`src/rtl/ex_pkg.sv`:
```
// Shared encodings for the execute stage: ALU opcodes, EX control bit positions,
// forwarding selects and multiplier FSM states.
package ex_pkg;

    localparam logic [3:0] ALU_ADD  = 4'd0;
    localparam logic [3:0] ALU_SUB  = 4'd1;
    localparam logic [3:0] ALU_AND  = 4'd2;
    localparam logic [3:0] ALU_OR   = 4'd3;
    localparam logic [3:0] ALU_XOR  = 4'd4;
    localparam logic [3:0] ALU_SHL  = 4'd5;
    localparam logic [3:0] ALU_SHR  = 4'd6;
    localparam logic [3:0] ALU_SRA  = 4'd7;
    localparam logic [3:0] ALU_MUL  = 4'd8;
    localparam logic [3:0] ALU_PASS = 4'd9;
    localparam logic [3:0] ALU_SLT  = 4'd10;

    localparam int EXB_SRC_IM = 4;
    localparam int EXB_SET_CC = 5;
    localparam int EXB_JR     = 6;
    localparam int EXB_BR     = 7;

    localparam logic [1:0] FW_REG     = 2'b00;
    localparam logic [1:0] FW_MA      = 2'b01;
    localparam logic [1:0] FW_WB      = 2'b10;
    localparam logic [1:0] FW_REG_ALT = 2'b11;

    typedef enum logic [1:0] {
        MUL_IDLE = 2'd0,
        MUL_RUN  = 2'd1,
        MUL_DONE = 2'd2
    } mul_state_e;

endpackage

```
`src/rtl/ex_mul_iter.sv`:
```
// Iterative shift-add multiplier: one partial-product step per cycle, low DATA_W
// bits of the product held in DONE until the consumer acknowledges it.
module ex_mul_iter
    import ex_pkg::*;
#(
    parameter int DATA_W = 32
) (
    input  logic              clk,
    input  logic              rst,
    input  logic              start,
    input  logic              abort,
    input  logic              ack,
    input  logic [DATA_W-1:0] a,
    input  logic [DATA_W-1:0] b,
    output logic              busy,
    output logic              done,
    output logic [DATA_W-1:0] product
);

    localparam int CNT_W = $clog2(DATA_W);
    localparam logic [CNT_W-1:0] CNT_LAST = CNT_W'(DATA_W - 1);

    mul_state_e        state_q;
    logic [DATA_W-1:0] mcand_q;
    logic [DATA_W-1:0] mplier_q;
    logic [DATA_W-1:0] acc_q;
    logic [CNT_W-1:0]  cnt_q;

    // Abort shares the reset path so a flushed multiply leaves no partial product behind.
    always_ff @(posedge clk) begin
        if (rst || abort) begin
            state_q  <= MUL_IDLE;
            mcand_q  <= '0;
            mplier_q <= '0;
            acc_q    <= '0;
            cnt_q    <= '0;
        end else begin
            case (state_q)
                MUL_IDLE: begin
                    if (start) begin
                        mcand_q  <= a;
                        mplier_q <= b;
                        acc_q    <= '0;
                        cnt_q    <= '0;
                        state_q  <= MUL_RUN;
                    end
                end
                MUL_RUN: begin
                    if (mplier_q[0]) begin
                        acc_q <= acc_q + mcand_q;
                    end
                    mcand_q  <= mcand_q << 1;
                    mplier_q <= mplier_q >> 1;
                    cnt_q    <= cnt_q + CNT_W'(1);
                    if (cnt_q == CNT_LAST) begin
                        state_q <= MUL_DONE;
                    end
                end
                MUL_DONE: begin
                    if (ack) begin
                        state_q <= MUL_IDLE;
                    end
                end
                default: state_q <= MUL_IDLE;
            endcase
        end
    end

    assign busy    = ((state_q == MUL_IDLE) && start) || (state_q == MUL_RUN);
    assign done    = (state_q == MUL_DONE);
    assign product = acc_q;

endmodule

```
`src/rtl/stage_ex.sv`:
```
// Execute stage: operand forwarding, ALU with NZCV flags, branch target, the
// iterative multiplier and the EX/MA pipeline register feeding stageMA.
module stage_ex
    import ex_pkg::*;
#(
    parameter int DATA_W = 32,
    parameter int RA_W   = 5,
    parameter int MA_W   = 3,
    parameter int WB_W   = 3
) (
    input  logic              clk,
    input  logic              rst,
    input  logic              i_ex_valid,
    input  logic [DATA_W-1:0] i_ex_PC,
    input  logic [DATA_W-1:0] i_ex_OP1,
    input  logic [DATA_W-1:0] i_ex_OP2,
    input  logic [DATA_W-1:0] i_ex_IM,
    input  logic [RA_W-1:0]   i_ex_Rdst,
    input  logic [RA_W-1:0]   i_ex_Rs2_addr,
    input  logic [7:0]        i_ex_EX,
    input  logic [MA_W-1:0]   i_ex_MA,
    input  logic [WB_W-1:0]   i_ex_WB,
    input  logic [1:0]        i_OP1_ExS,
    input  logic [1:0]        i_OP2_ExS,
    input  logic [DATA_W-1:0] i_fw_ma,
    input  logic [DATA_W-1:0] i_fw_wb,
    input  logic              i_ex_stall,
    input  logic              i_ex_flush,
    output logic              o_ex_busy,
    output logic [3:0]        o_ex_cc4,
    output logic [DATA_W-1:0] o_ex_JmpAddr,
    output logic [DATA_W-1:0] o_ex_JmpInstrAddr,
    output logic              o_ex_Jump,
    output logic              o_ex_Branch,
    output logic              o_ex_valid,
    output logic [DATA_W-1:0] o_ex_PC,
    output logic [DATA_W-1:0] o_ex_ALU_rslt,
    output logic [DATA_W-1:0] o_ex_Rs2_val,
    output logic [RA_W-1:0]   o_ex_Rdst,
    output logic [RA_W-1:0]   o_ex_Rs2_addr,
    output logic [MA_W-1:0]   o_ex_MA,
    output logic [WB_W-1:0]   o_ex_WB
);

    localparam int SH_W = $clog2(DATA_W);

    logic [3:0]        alu_op;
    logic [DATA_W-1:0] op_a;
    logic [DATA_W-1:0] op_b;
    logic [DATA_W-1:0] op_bsrc;
    logic [DATA_W-1:0] alu_res;
    logic [DATA_W:0]   sum_ext;
    logic              is_sub;
    logic [3:0]        flags;
    logic              mul_start;
    logic              mul_busy;
    logic              mul_done;
    logic [DATA_W-1:0] mul_product;

    logic              valid_q,    valid_d;
    logic [DATA_W-1:0] pc_q,       pc_d;
    logic [DATA_W-1:0] alu_q,      alu_d;
    logic [DATA_W-1:0] rs2_val_q,  rs2_val_d;
    logic [RA_W-1:0]   rdst_q,     rdst_d;
    logic [RA_W-1:0]   rs2_addr_q, rs2_addr_d;
    logic [MA_W-1:0]   ma_q,       ma_d;
    logic [WB_W-1:0]   wb_q,       wb_d;
    logic [3:0]        cc_q,       cc_d;

    assign alu_op = i_ex_EX[3:0];

    always_comb begin
        case (i_OP1_ExS)
            FW_MA:              op_a = i_fw_ma;
            FW_WB:              op_a = i_fw_wb;
            FW_REG, FW_REG_ALT: op_a = i_ex_OP1;
            default:            op_a = i_ex_OP1;
        endcase
        case (i_OP2_ExS)
            FW_MA:              op_b = i_fw_ma;
            FW_WB:              op_b = i_fw_wb;
            FW_REG, FW_REG_ALT: op_b = i_ex_OP2;
            default:            op_b = i_ex_OP2;
        endcase
        op_bsrc = i_ex_EX[EXB_SRC_IM] ? i_ex_IM : op_b;
    end

    assign mul_start = i_ex_valid && (alu_op == ALU_MUL) && !i_ex_flush;

    ex_mul_iter #(
        .DATA_W (DATA_W)
    ) u_mul (
        .clk     (clk),
        .rst     (rst),
        .start   (mul_start),
        .abort   (i_ex_flush),
        .ack     (!i_ex_stall),
        .a       (op_a),
        .b       (op_bsrc),
        .busy    (mul_busy),
        .done    (mul_done),
        .product (mul_product)
    );

    // SUB runs through the same adder as a + ~b + 1, so carry-out means "no borrow".
    always_comb begin
        is_sub  = (alu_op == ALU_SUB);
        sum_ext = {1'b0, op_a} + {1'b0, (is_sub ? ~op_bsrc : op_bsrc)} + {{DATA_W{1'b0}}, is_sub};
        alu_res = '0;
        case (alu_op)
            ALU_ADD, ALU_SUB: alu_res = sum_ext[DATA_W-1:0];
            ALU_AND:  alu_res = op_a & op_bsrc;
            ALU_OR:   alu_res = op_a | op_bsrc;
            ALU_XOR:  alu_res = op_a ^ op_bsrc;
            ALU_SHL:  alu_res = op_a << op_bsrc[SH_W-1:0];
            ALU_SHR:  alu_res = op_a >> op_bsrc[SH_W-1:0];
            ALU_SRA:  alu_res = $signed(op_a) >>> op_bsrc[SH_W-1:0];
            ALU_MUL:  alu_res = mul_done ? mul_product : '0;
            ALU_PASS: alu_res = op_bsrc;
            ALU_SLT:  alu_res = {{(DATA_W-1){1'b0}}, ($signed(op_a) < $signed(op_bsrc))};
            default:  alu_res = '0;
        endcase
        flags[3] = alu_res[DATA_W-1];
        flags[2] = (alu_res == '0);
        flags[1] = 1'b0;
        flags[0] = 1'b0;
        if (alu_op == ALU_ADD || alu_op == ALU_SUB) begin
            flags[1] = sum_ext[DATA_W];
            flags[0] = (op_a[DATA_W-1] == (is_sub ? ~op_bsrc[DATA_W-1] : op_bsrc[DATA_W-1]))
                       && (alu_res[DATA_W-1] != op_a[DATA_W-1]);
        end
    end

    // Flush beats stall; a busy multiplier inserts bubbles until its product is ready.
    always_comb begin
        valid_d    = valid_q;
        pc_d       = pc_q;
        alu_d      = alu_q;
        rs2_val_d  = rs2_val_q;
        rdst_d     = rdst_q;
        rs2_addr_d = rs2_addr_q;
        ma_d       = ma_q;
        wb_d       = wb_q;
        cc_d       = cc_q;
        if (i_ex_flush || (!i_ex_stall && mul_busy)) begin
            valid_d    = 1'b0;
            pc_d       = '0;
            alu_d      = '0;
            rs2_val_d  = '0;
            rdst_d     = '0;
            rs2_addr_d = '0;
            ma_d       = '0;
            wb_d       = '0;
        end else if (!i_ex_stall) begin
            valid_d    = i_ex_valid;
            pc_d       = i_ex_PC;
            alu_d      = alu_res;
            rs2_val_d  = op_b;
            rdst_d     = i_ex_Rdst;
            rs2_addr_d = i_ex_Rs2_addr;
            ma_d       = i_ex_MA;
            wb_d       = i_ex_WB;
            if (i_ex_valid && i_ex_EX[EXB_SET_CC]) begin
                cc_d = flags;
            end
        end
    end

    always_ff @(posedge clk) begin
        if (rst) begin
            valid_q    <= 1'b0;
            pc_q       <= '0;
            alu_q      <= '0;
            rs2_val_q  <= '0;
            rdst_q     <= '0;
            rs2_addr_q <= '0;
            ma_q       <= '0;
            wb_q       <= '0;
            cc_q       <= '0;
        end else begin
            valid_q    <= valid_d;
            pc_q       <= pc_d;
            alu_q      <= alu_d;
            rs2_val_q  <= rs2_val_d;
            rdst_q     <= rdst_d;
            rs2_addr_q <= rs2_addr_d;
            ma_q       <= ma_d;
            wb_q       <= wb_d;
            cc_q       <= cc_d;
        end
    end

    assign o_ex_busy         = mul_busy;
    assign o_ex_cc4          = cc_q;
    assign o_ex_JmpAddr      = i_ex_EX[EXB_JR] ? op_a : (i_ex_PC + i_ex_IM);
    assign o_ex_JmpInstrAddr = i_ex_PC;
    assign o_ex_Jump         = i_ex_valid && i_ex_EX[EXB_JR];
    assign o_ex_Branch       = i_ex_valid && i_ex_EX[EXB_BR];
    assign o_ex_valid        = valid_q;
    assign o_ex_PC           = pc_q;
    assign o_ex_ALU_rslt     = alu_q;
    assign o_ex_Rs2_val      = rs2_val_q;
    assign o_ex_Rdst         = rdst_q;
    assign o_ex_Rs2_addr     = rs2_addr_q;
    assign o_ex_MA           = ma_q;
    assign o_ex_WB           = wb_q;

endmodule

```
`config.mk`:
```
export PLATFORM = sky130hd
export DESIGN_NAME = stage_ex
export DESIGN_NICKNAME = d
export VERILOG_FILES = /design/src/rtl/ex_pkg.sv /design/src/rtl/ex_mul_iter.sv /design/src/rtl/stage_ex.sv
export SDC_FILE = /design/constraint.sdc
export NUM_CORES = 1
export LEC_CHECK = 0
export ABC_AREA = 0
export CORE_UTILIZATION = 45
export CTS_CLUSTER_SIZE = 14
export DETAILED_ROUTE_END_ITERATION = 16
export HOLD_SLACK_MARGIN = 0.03
export PLACE_DENSITY = 0.81
export SLEW_MARGIN = 10
export SYNTH_ARGS = -nofsm -noshare
export SYNTH_HDL_FRONTEND = slang
export SYNTH_SLANG_ARGS = --single-unit
```
`constraint.sdc`:
```
create_clock -name clk -period 17.6 [get_ports clk]
set_clock_uncertainty 0.15 [all_clocks]
set_input_delay 3.52 -clock clk [delete_from_list [all_inputs] [get_ports clk]]
set_output_delay 3.52 -clock clk [all_outputs]
set_load 0.05 [all_outputs]
```
; Word-level counts from Yosys, hierarchy flattened
; Cells that the tools add are included.
[op_classes]
addsub = 5
n_lt_le_gt_ge = 1
n_eq_ne = 25
n_shift = 3
n_mux = 22
bitwise = 7
reduce_logical = 28
[op_table]
columns = op, n
row1 = $pmux 32 s10, 1
row2 = $mux 32, 8
row3 = $pmux 32 s2, 3
row4 = $pmux 32 s3, 2
row5 = $add 32x32->32, 2
row6 = $add 32x32->33, 1
row7 = $add 33x1->33, 1
row8 = $and 32x32->32, 1
row9 = $logic_not 32->1, 1
row10 = $lt 32x32->1, 1
row11 = $not 32->32, 1
row12 = $or 32x32->32, 1
row13 = $shl 32x5->32, 1
row14 = $shr 32x5->32, 1
row15 = $sshr 32x5->32, 1
row16 = $xor 32x32->32, 1
row17 = $eq 4x3->1 const B, 4
row18 = $eq 4x4->1 const B, 3
row19 = $eq 2x2->1 const B, 5
row20 = $pmux 5 s2, 1
row21 = $reduce_and 3->1, 3
row22 = $eq 4x2->1 const B, 2
row23 = $logic_and 1x1->1, 8
row24 = $mux 2, 4
row25 = other kinds (19), 34
[word_totals]
regBits = 220
input_bits = 225
word_cells = 105

; Logic depth before layout (Yosys ltp)
; Gate-level depths: netlist of run 1.
[logic_depth]
ltp_word = 12
mapped_depth = 25
mapped_depth_nobuf = 20

; Cells and area by module
; Synthesis of run 1 repeated with hierarchy kept, for this count alone.
[hier_totals]
cells_unflattened = 2994
area_unflattened_um2 = 22028.6
[by_module_without_submodules]
columns = module, n_inst, cells_each, area_per_inst_um2, seq_area_each_um2
row1 = stage_ex, 1, 2307, 16443.3, 2342.2
row2 = ex_mul_iter, 1, 687, 5585.4, 2062.0

; Worst setup path after synthesis of run 1
; No wires, ideal clock.
[synth_timing]
path_kind = input port to output port
start = input port i_ex_PC[11]
end = output port o_ex_JmpAddr[29]
arrival_time_ps = 7239
required_time_ps = 13930
path_slack_ps = 6691
path_stages = 13
n_path_buf = 0
cell_sequence = ha_1 -> and4_1 -> and3_1 -> o221ai_1 -> a21oi_1 -> o41ai_1 -> o21ai_0 -> o41ai_1 -> o21bai_1 -> a21oi_1 -> nor2b_1 -> o21ai_0 -> o311ai_0
[synth_via]
elab_chain_cells = 2
[synth_lines]
columns = item, line_no
row1 = from (decl), stage_ex.sv:14  ; input logic [DATA_W-1:0] i_ex_PC,
row2 = $add 32x32->32, stage_ex.sv:195  ; assign o_ex_JmpAddr = i_ex_EX[EXB_JR] ? op_a : (i_ex_PC + i_ex_IM);
row3 = $mux 32, stage_ex.sv:195
row4 = to (decl), stage_ex.sv:31  ; output logic [DATA_W-1:0] o_ex_JmpAddr,
; Every way passes these cells.

; Worst setup path in the final report of run 1
[layout_timing]
start = input port i_ex_PC[2]
end = output port o_ex_JmpAddr[30]
; The elaborated chain is that of the path after synthesis.

==> results of run 1 <==
[Yosys cell counts (all sizes together), types with 24 or more instances]
master | number | area, µm²
a21o | 30 | 225
a31oi | 24 | 150
o21ai | 210 | 1070
nand2b | 37 | 231
a22oi | 46 | 350
a211oi | 81 | 613
a221oi | 41 | 359
a221o | 46 | 460
nor2 | 429 | 1610
dfxtp | 220 | 4400
clkbuf | 151 | 567
nand2 | 271 | 1020
o211ai | 36 | 270
ha | 196 | 2450
a21oi | 221 | 1110
buf | 90 | 562
xor2 | 49 | 429
nand3 | 48 | 240
nor3 | 64 | 320
o22ai | 72 | 463
mux2i | 144 | 1450
o221ai | 25 | 255
xnor2 | 52 | 455
inv | 99 | 372
[worst paths after layout]
| check | from | end | slack (ns) | depth (start not counted) |
|---|---|---|---|---|
| max reg2reg | u_mul.product[0] | u_mul.product[31] | 13.05 | 14 |
| min | u_mul.mplier_q[2] | u_mul.mplier_q[1] | 0.31 | 2 |
| max | i_ex_PC[2] | o_ex_JmpAddr[30] | 4.86 | 16 |
| min reg2reg | u_mul.mplier_q[2] | u_mul.mplier_q[1] | 0.31 | 2 |
[cell families after synthesis]
kind of cell,count (synthesis),share of synthesized area
flip-flops,220,0.202
buffers and inverters,341,0.0688
AND/OR/NAND/NOR,983,0.198
adder cells (fa/ha/maj),199,0.115
multiplexers,160,0.0758
AO/OA/AOI/OAI,972,0.300
XOR/XNOR,101,0.0405
[through the flow]
step / hold slack [ns] / area, µm² / std cells / total power, mW
2_1_floorplan: 0.282 / 21900 / 2976 / 1.12
3_3_place_gp: 0.290 / 26200 / 3829 / 1.49
3_5_place_dp: 0.299 / 26200 / 3829 / 1.49
4_1_cts: 0.308 / 27100 / 3877 / 2.06
5_1_grt: 0.330 / 27100 / 3886 / 2.17
6_report: 0.309 / 27100 / 3887 / 2.11
[final cells by class]
class	count	area, µm²	share of cell area
Inverter	100	375	0.0138
Multi-Input combinational cell	2415	16100	0.592
Tap cell	615	769	0.0283
Timing Repair Buffer	479	4610	0.170
Clock inverter	7	98.8	0.00364
Clock buffer	41	808	0.0298
Antenna cell	10	25.0	0.000922
Sequential cell	220	4400	0.162
[per-layer routing]
| layer | part of all wire | wire, µm | global-route usage |
|---|---|---|---|
| met1 | 0.40 | 44700 | 0.567 |
| met2 | 0.42 | 47300 | 0.665 |
| met3 | 0.12 | 13200 | 0.112 |
| met4 | 0.064 | 7150 | 0.230 |
| met5 | 0.00059 | 66 | 0 |
[tightest hold or removal path, cell delays in order, from the launching register on]
cell	delay (ns)
dfxtp_1	0.31
nand2_1	0.05
a21oi_1	0.05
[state kept, by name, indices dropped and copies added, names as in the netlist, 2 cells and up]
signal / flops
o_ex_ALU_rslt: 32
o_ex_PC: 32
o_ex_Rs2_val: 32
u_mul.mcand_q: 32
u_mul.mplier_q: 32
u_mul.product: 32
o_ex_Rdst: 5
o_ex_Rs2_addr: 5
u_mul.cnt_q: 5
o_ex_cc4: 4
o_ex_MA: 3
o_ex_WB: 3
u_mul.state_q: 2
[power by group]
group          switching [mW]  internal [mW]  leakage (nW)
Combinational           0.679          0.332          8.78
Clock                   0.235          0.344         0.442
Sequential            0.00748          0.508          1.78
==> run metrics, run 1 <==
commonest non-fill, non-tap cell in the layout=nor2_1; CP delay by family, top=compound AO/OA/AOI/OAI gates; Filler cells=between 4000 and 5000; DIE AREA=49400 µm²; PostCTS Resize Cnt=0; FMAX=about 78 MHz; most frequent cells in the layout=nor2_1, clkdlybuf4s50_1, nand2_1, a21oi_1, dfxtp_1; post-place setup slack=just over 5 ns; nature of the critical path startpoint=primary input; core area=47800 µm²; via count=around 26000; final hold viol count=0; CP Data Required Time=13.93 ns; cts bufs inserted=27; #FFs+latches synth=220; total global-route track usage=0.437; drt first-iter violations=3853; Post-Route WL=between 100 and 150 mm; synth-to-layout area growth=24.2%; Cells after Synth=2976; first-pass GRT wire length=161 mm; largest net degree at the start of global routing=86; worst slew pin tran=1.36 ns; vias per cell=6.63; clock latency on the worst-skew pair=0.57 ns; peak supply drop=0.0926 mV; Die Wd=222 µm; cells along the critical path=clkdlybuf4s50_1 -> ha_1 -> nor2b_1 -> o21ai_0 -> o211ai_1 -> nand3_1 -> a21oi_1 -> a21o_1 -> a41o_1 -> o41ai_1 -> o21ai_0 -> or4_1 -> a31oi_1 -> xor2_1 -> mux2i_1 -> clkdlybuf4s50_1; drt first pass iters=6; setup_tns=0 ns; YS warnings=0; vias in the first global route=23300; WL/cell=28.9 µm; Post-DP HPWL=86.5 mm; CTS tree=done; drt drc=0; initial core utilization=0.457; fin crit share=0.724; number of synthesized flops with an enable pin=0; row cnt=80; global route total overflow=0; Slew headroom=0.0864; final slew viol count=0; RSZ-0062 raised after global routing=false; Final min period=between 10 and 15 ns; sequential share of the synthesized area=0.202; Post-Route Utilization=0.567; setup ws final=4.86 ns; CTS H-tree lvls=1; syn nets=3400; PD cells=between 70 and 80 nW/µm²; CTS Sinks=220; layout cells sized above 1=0.0564; die height=222 µm; initial antenna violation count=13; post-route ant nets=0; CP Data Arrival Time=between 9 and 10 ns; # setup viols final=0; CTS Buffer Depth=3; post-synthesis cell type count=between 90 and 100; gp weighted congestion=1.09; FFs w/ async S/R, synth=0; max cap viols=0; syn_area_per_cell=7.34 µm²; Port Buffer Count=408; Setup Fix Bufs, Post-CTS=0; Netlist Area Pre-Place=21900 µm²; critical path's slowest cell=clkdlybuf4s50_1; CP Max Fanout=4; Worst-path clk slew=0.06 ns; status=finished, final reports clean; Worst Setup End Kind=output pin; Buffers & Inverters on Critical Path=2; cts hold-fix bufs=0; Ports=409; layout net count=approximately 3700; prevailing post-synth register cell=dfxtp_1; root buf cell=clkbuf_16; Leak Pwr=11.0 nW; worst setup path class=in2out; Critical Path Max Stage Delay=0.87 ns; hold crit path type=reg2reg
(Power assumes the default switching activity.)
==> inputs of run 2 (changes only) <==
--- a/config.mk
+++ b/config.mk
@@ -10,7 +10,7 @@
 export CTS_CLUSTER_SIZE = 14
 export DETAILED_ROUTE_END_ITERATION = 16
 export HOLD_SLACK_MARGIN = 0.03
-export PLACE_DENSITY = 0.81
+export PLACE_DENSITY = 0.84
 export SLEW_MARGIN = 10
 export SYNTH_ARGS = -nofsm -noshare
 export SYNTH_HDL_FRONTEND = slang
==> constraint.sdc (replaced) <==
create_clock -name clk -period 10.55 [get_ports clk]
set_clock_uncertainty 0.15 [all_clocks]
set_input_delay 2.11 -clock clk [delete_from_list [all_inputs] [get_ports clk]]
set_output_delay 2.11 -clock clk [all_outputs]
set_load 0.05 [all_outputs]
==> run metrics, run 2 (same netlist as run 1, synthesis figures left out) <==
# setup viols final=0 (unchanged); fin crit share=0.890; peak supply drop=0.165 mV (+78%); row cnt=80 (unchanged); cts bufs inserted=26 (-3.7%); CTS Buffer Depth=3 (unchanged); Setup Fix Bufs, Post-CTS=0 (unchanged); CP Max Fanout=4 (unchanged); CP delay by family, top=compound AO/OA/AOI/OAI gates; status=finished, final reports clean; CTS tree=done; worst setup path class=in2out; post-route ant nets=0 (unchanged); Worst path most repeated cell=a21oi_1; Buffers & Inverters on Critical Path=2 (unchanged); drt first pass iters=8 (+2); die height=222 µm (unchanged); core area=47800 µm² (unchanged); Final min period=9.39 ns; root buf cell=clkbuf_16; largest net degree at the start of global routing=85 (-1.2%); Die Wd=222 µm (unchanged); hold crit path type=reg2reg; Critical Path Max Stage Delay=0.87 ns (about the same); PD cells=131 nW/µm² (+68%); Post-DP HPWL=86.8 mm (+0.34%); DIE AREA=49400 µm² (unchanged); nature of the critical path startpoint=primary input; commonest non-fill, non-tap cell in the layout=nor2_1; drt first-iter violations=3917 (+1.7%); FF-to-FF End=u_mul.product[31]; met3 usage=0.121 (+0.00886); clock latency on the worst-skew pair=0.59 ns (+0.02 ns); via count=26100 (+1.2%); CTS H-tree lvls=1 (unchanged); initial antenna violation count=15 (+2); global route total overflow=0 (unchanged); Leak Pwr=11.0 nW (+0.37%); Filler cells=4508 (-2.3%); Worst-path clk slew=0.06 ns (about the same); WL/cell=28.9 µm (about the same); hold path depth=2 (unchanged); reg2reg start=u_mul.product[1]; CTS Sinks=220 (unchanged); Min-Delay Startpoint=o_ex_Rs2_val[0]; RSZ-0062 raised after global routing=false; total global-route track usage=0.436 (-0.000898); CP Launch Point=i_ex_PC[1]; Placed Area=26300 µm² (+0.13%); gp weighted congestion=1.12 (+3.5%); worst slew pin tran=1.31 ns (-0.0548 ns); vias in the first global route=23700 (+1.7%); GR Util met1=0.548 (-0.0185); post-route cell area=27200 µm² (+0.30%); final slew viol count=0 (unchanged); Slew headroom=0.123 (+0.0368); synth-to-layout area growth=24.6%; Ports=409 (unchanged); drt drc=0 (unchanged); cts hold-fix bufs=0 (unchanged); CP Data Required Time=8.29 ns (-5.64 ns); critical path's slowest cell=clkdlybuf4s50_1; most frequent cells in the layout=nor2_1, clkdlybuf4s50_1, nand2_1, a21oi_1, dfxtp_1; max cap viols=0 (unchanged); CP Data Arrival Time=7.13 ns (-1.94 ns); Port Buffer Count=408 (unchanged); Worst Setup End Kind=output pin; layout net count=3672 (+0.14%); vias per cell=6.70 (+1.0%); initial core utilization=0.457 (unchanged); final hold viol count=0 (unchanged); Hold Crit Endpoint=o_ex_Rs2_val[0]; cells along the critical path=clkdlybuf4s50_1 -> ha_1 -> a21oi_1 -> o211ai_1 -> o221ai_1 -> a21oi_1 -> o41ai_1 -> o21ai_0 -> o41ai_1 -> o21bai_1 -> a21oi_1 -> nor2b_1 -> o21ai_0 -> xnor2_1 -> a21oi_1 -> clkdlybuf4s50_1; setup_tns=0 ns (unchanged); met2 Usage GRT=0.654 (-0.0117); FMAX=106 MHz; Post-Route WL=112 mm (about the same); first-pass GRT wire length=162 mm (+0.21%); Reg2Reg Depth=14 (unchanged); global route hottest layer=met2; PostCTS Resize Cnt=0 (unchanged); reg-to-reg setup timing slack=5.98 ns (-7.07 ns); layout cells sized above 1=0.0588 (+0.00234)
-- run 2: area by class of cell --
type                    count  area (µm²)  share of cell area
well taps                 615         769              0.0283
inverters                 100         375              0.0138
multi-input cells        2415       16100               0.590
repair buffers            485        4650               0.171
diodes                     10        25.0            0.000919
flip-flops and latches    220        4400               0.162
clock inverters            16         226             0.00832
clock buffers              32         724              0.0266
-- run 2: worst min-delay path: stages (launching register included) --
cell     delay [ns]
dfxtp_1        0.31
nand2_1        0.06
a21oi_1        0.05
-- run 2: power breakdown --
part	total, mW	switching (mW)	internal [mW]
logic	1.68	1.12	0.554
clock network	1.02	0.408	0.611
registers	0.859	0.0116	0.848
total	3.56	1.54	2.01
-- run 2: worst max path at each step --
stage | cells after the start | slack (ns) | to
detailed placement | 19 | 1.40 | o_ex_JmpAddr[30]
CTS | 19 | 1.37 | o_ex_JmpAddr[30]
finish | 16 | 1.16 | o_ex_JmpAddr[31]
global placement | 17 | 1.45 | o_ex_JmpAddr[30]
global route | 16 | 0.96 | o_ex_JmpAddr[31]
floorplan | 13 | 2.46 | o_ex_JmpAddr[29]
-- run 2: per-layer routing --
metal | up-vias | wire length, µm | share of wire
li1 | 11500 | - | -
met1 | 12300 | 43000 | 0.38
met4 | 8 | 8550 | 0.076
met2 | 1894 | 46900 | 0.42
met5 | - | 51 | 0.00045
met3 | 458 | 13900 | 0.12
-- run 2: through the flow --
step                power [mW]  worst slack [ns]  instances  hold slack (ns)   util
floorplan                 1.87              2.46       2976            0.282      -
global placement          2.47              1.45       3835            0.290  0.549
detailed placement        2.47              1.40       3835            0.304  0.549
CTS                       3.48              1.37       3883            0.312  0.569
global route              3.66             0.957       3891            0.326  0.569
finish                    3.56              1.16       3893            0.312  0.569
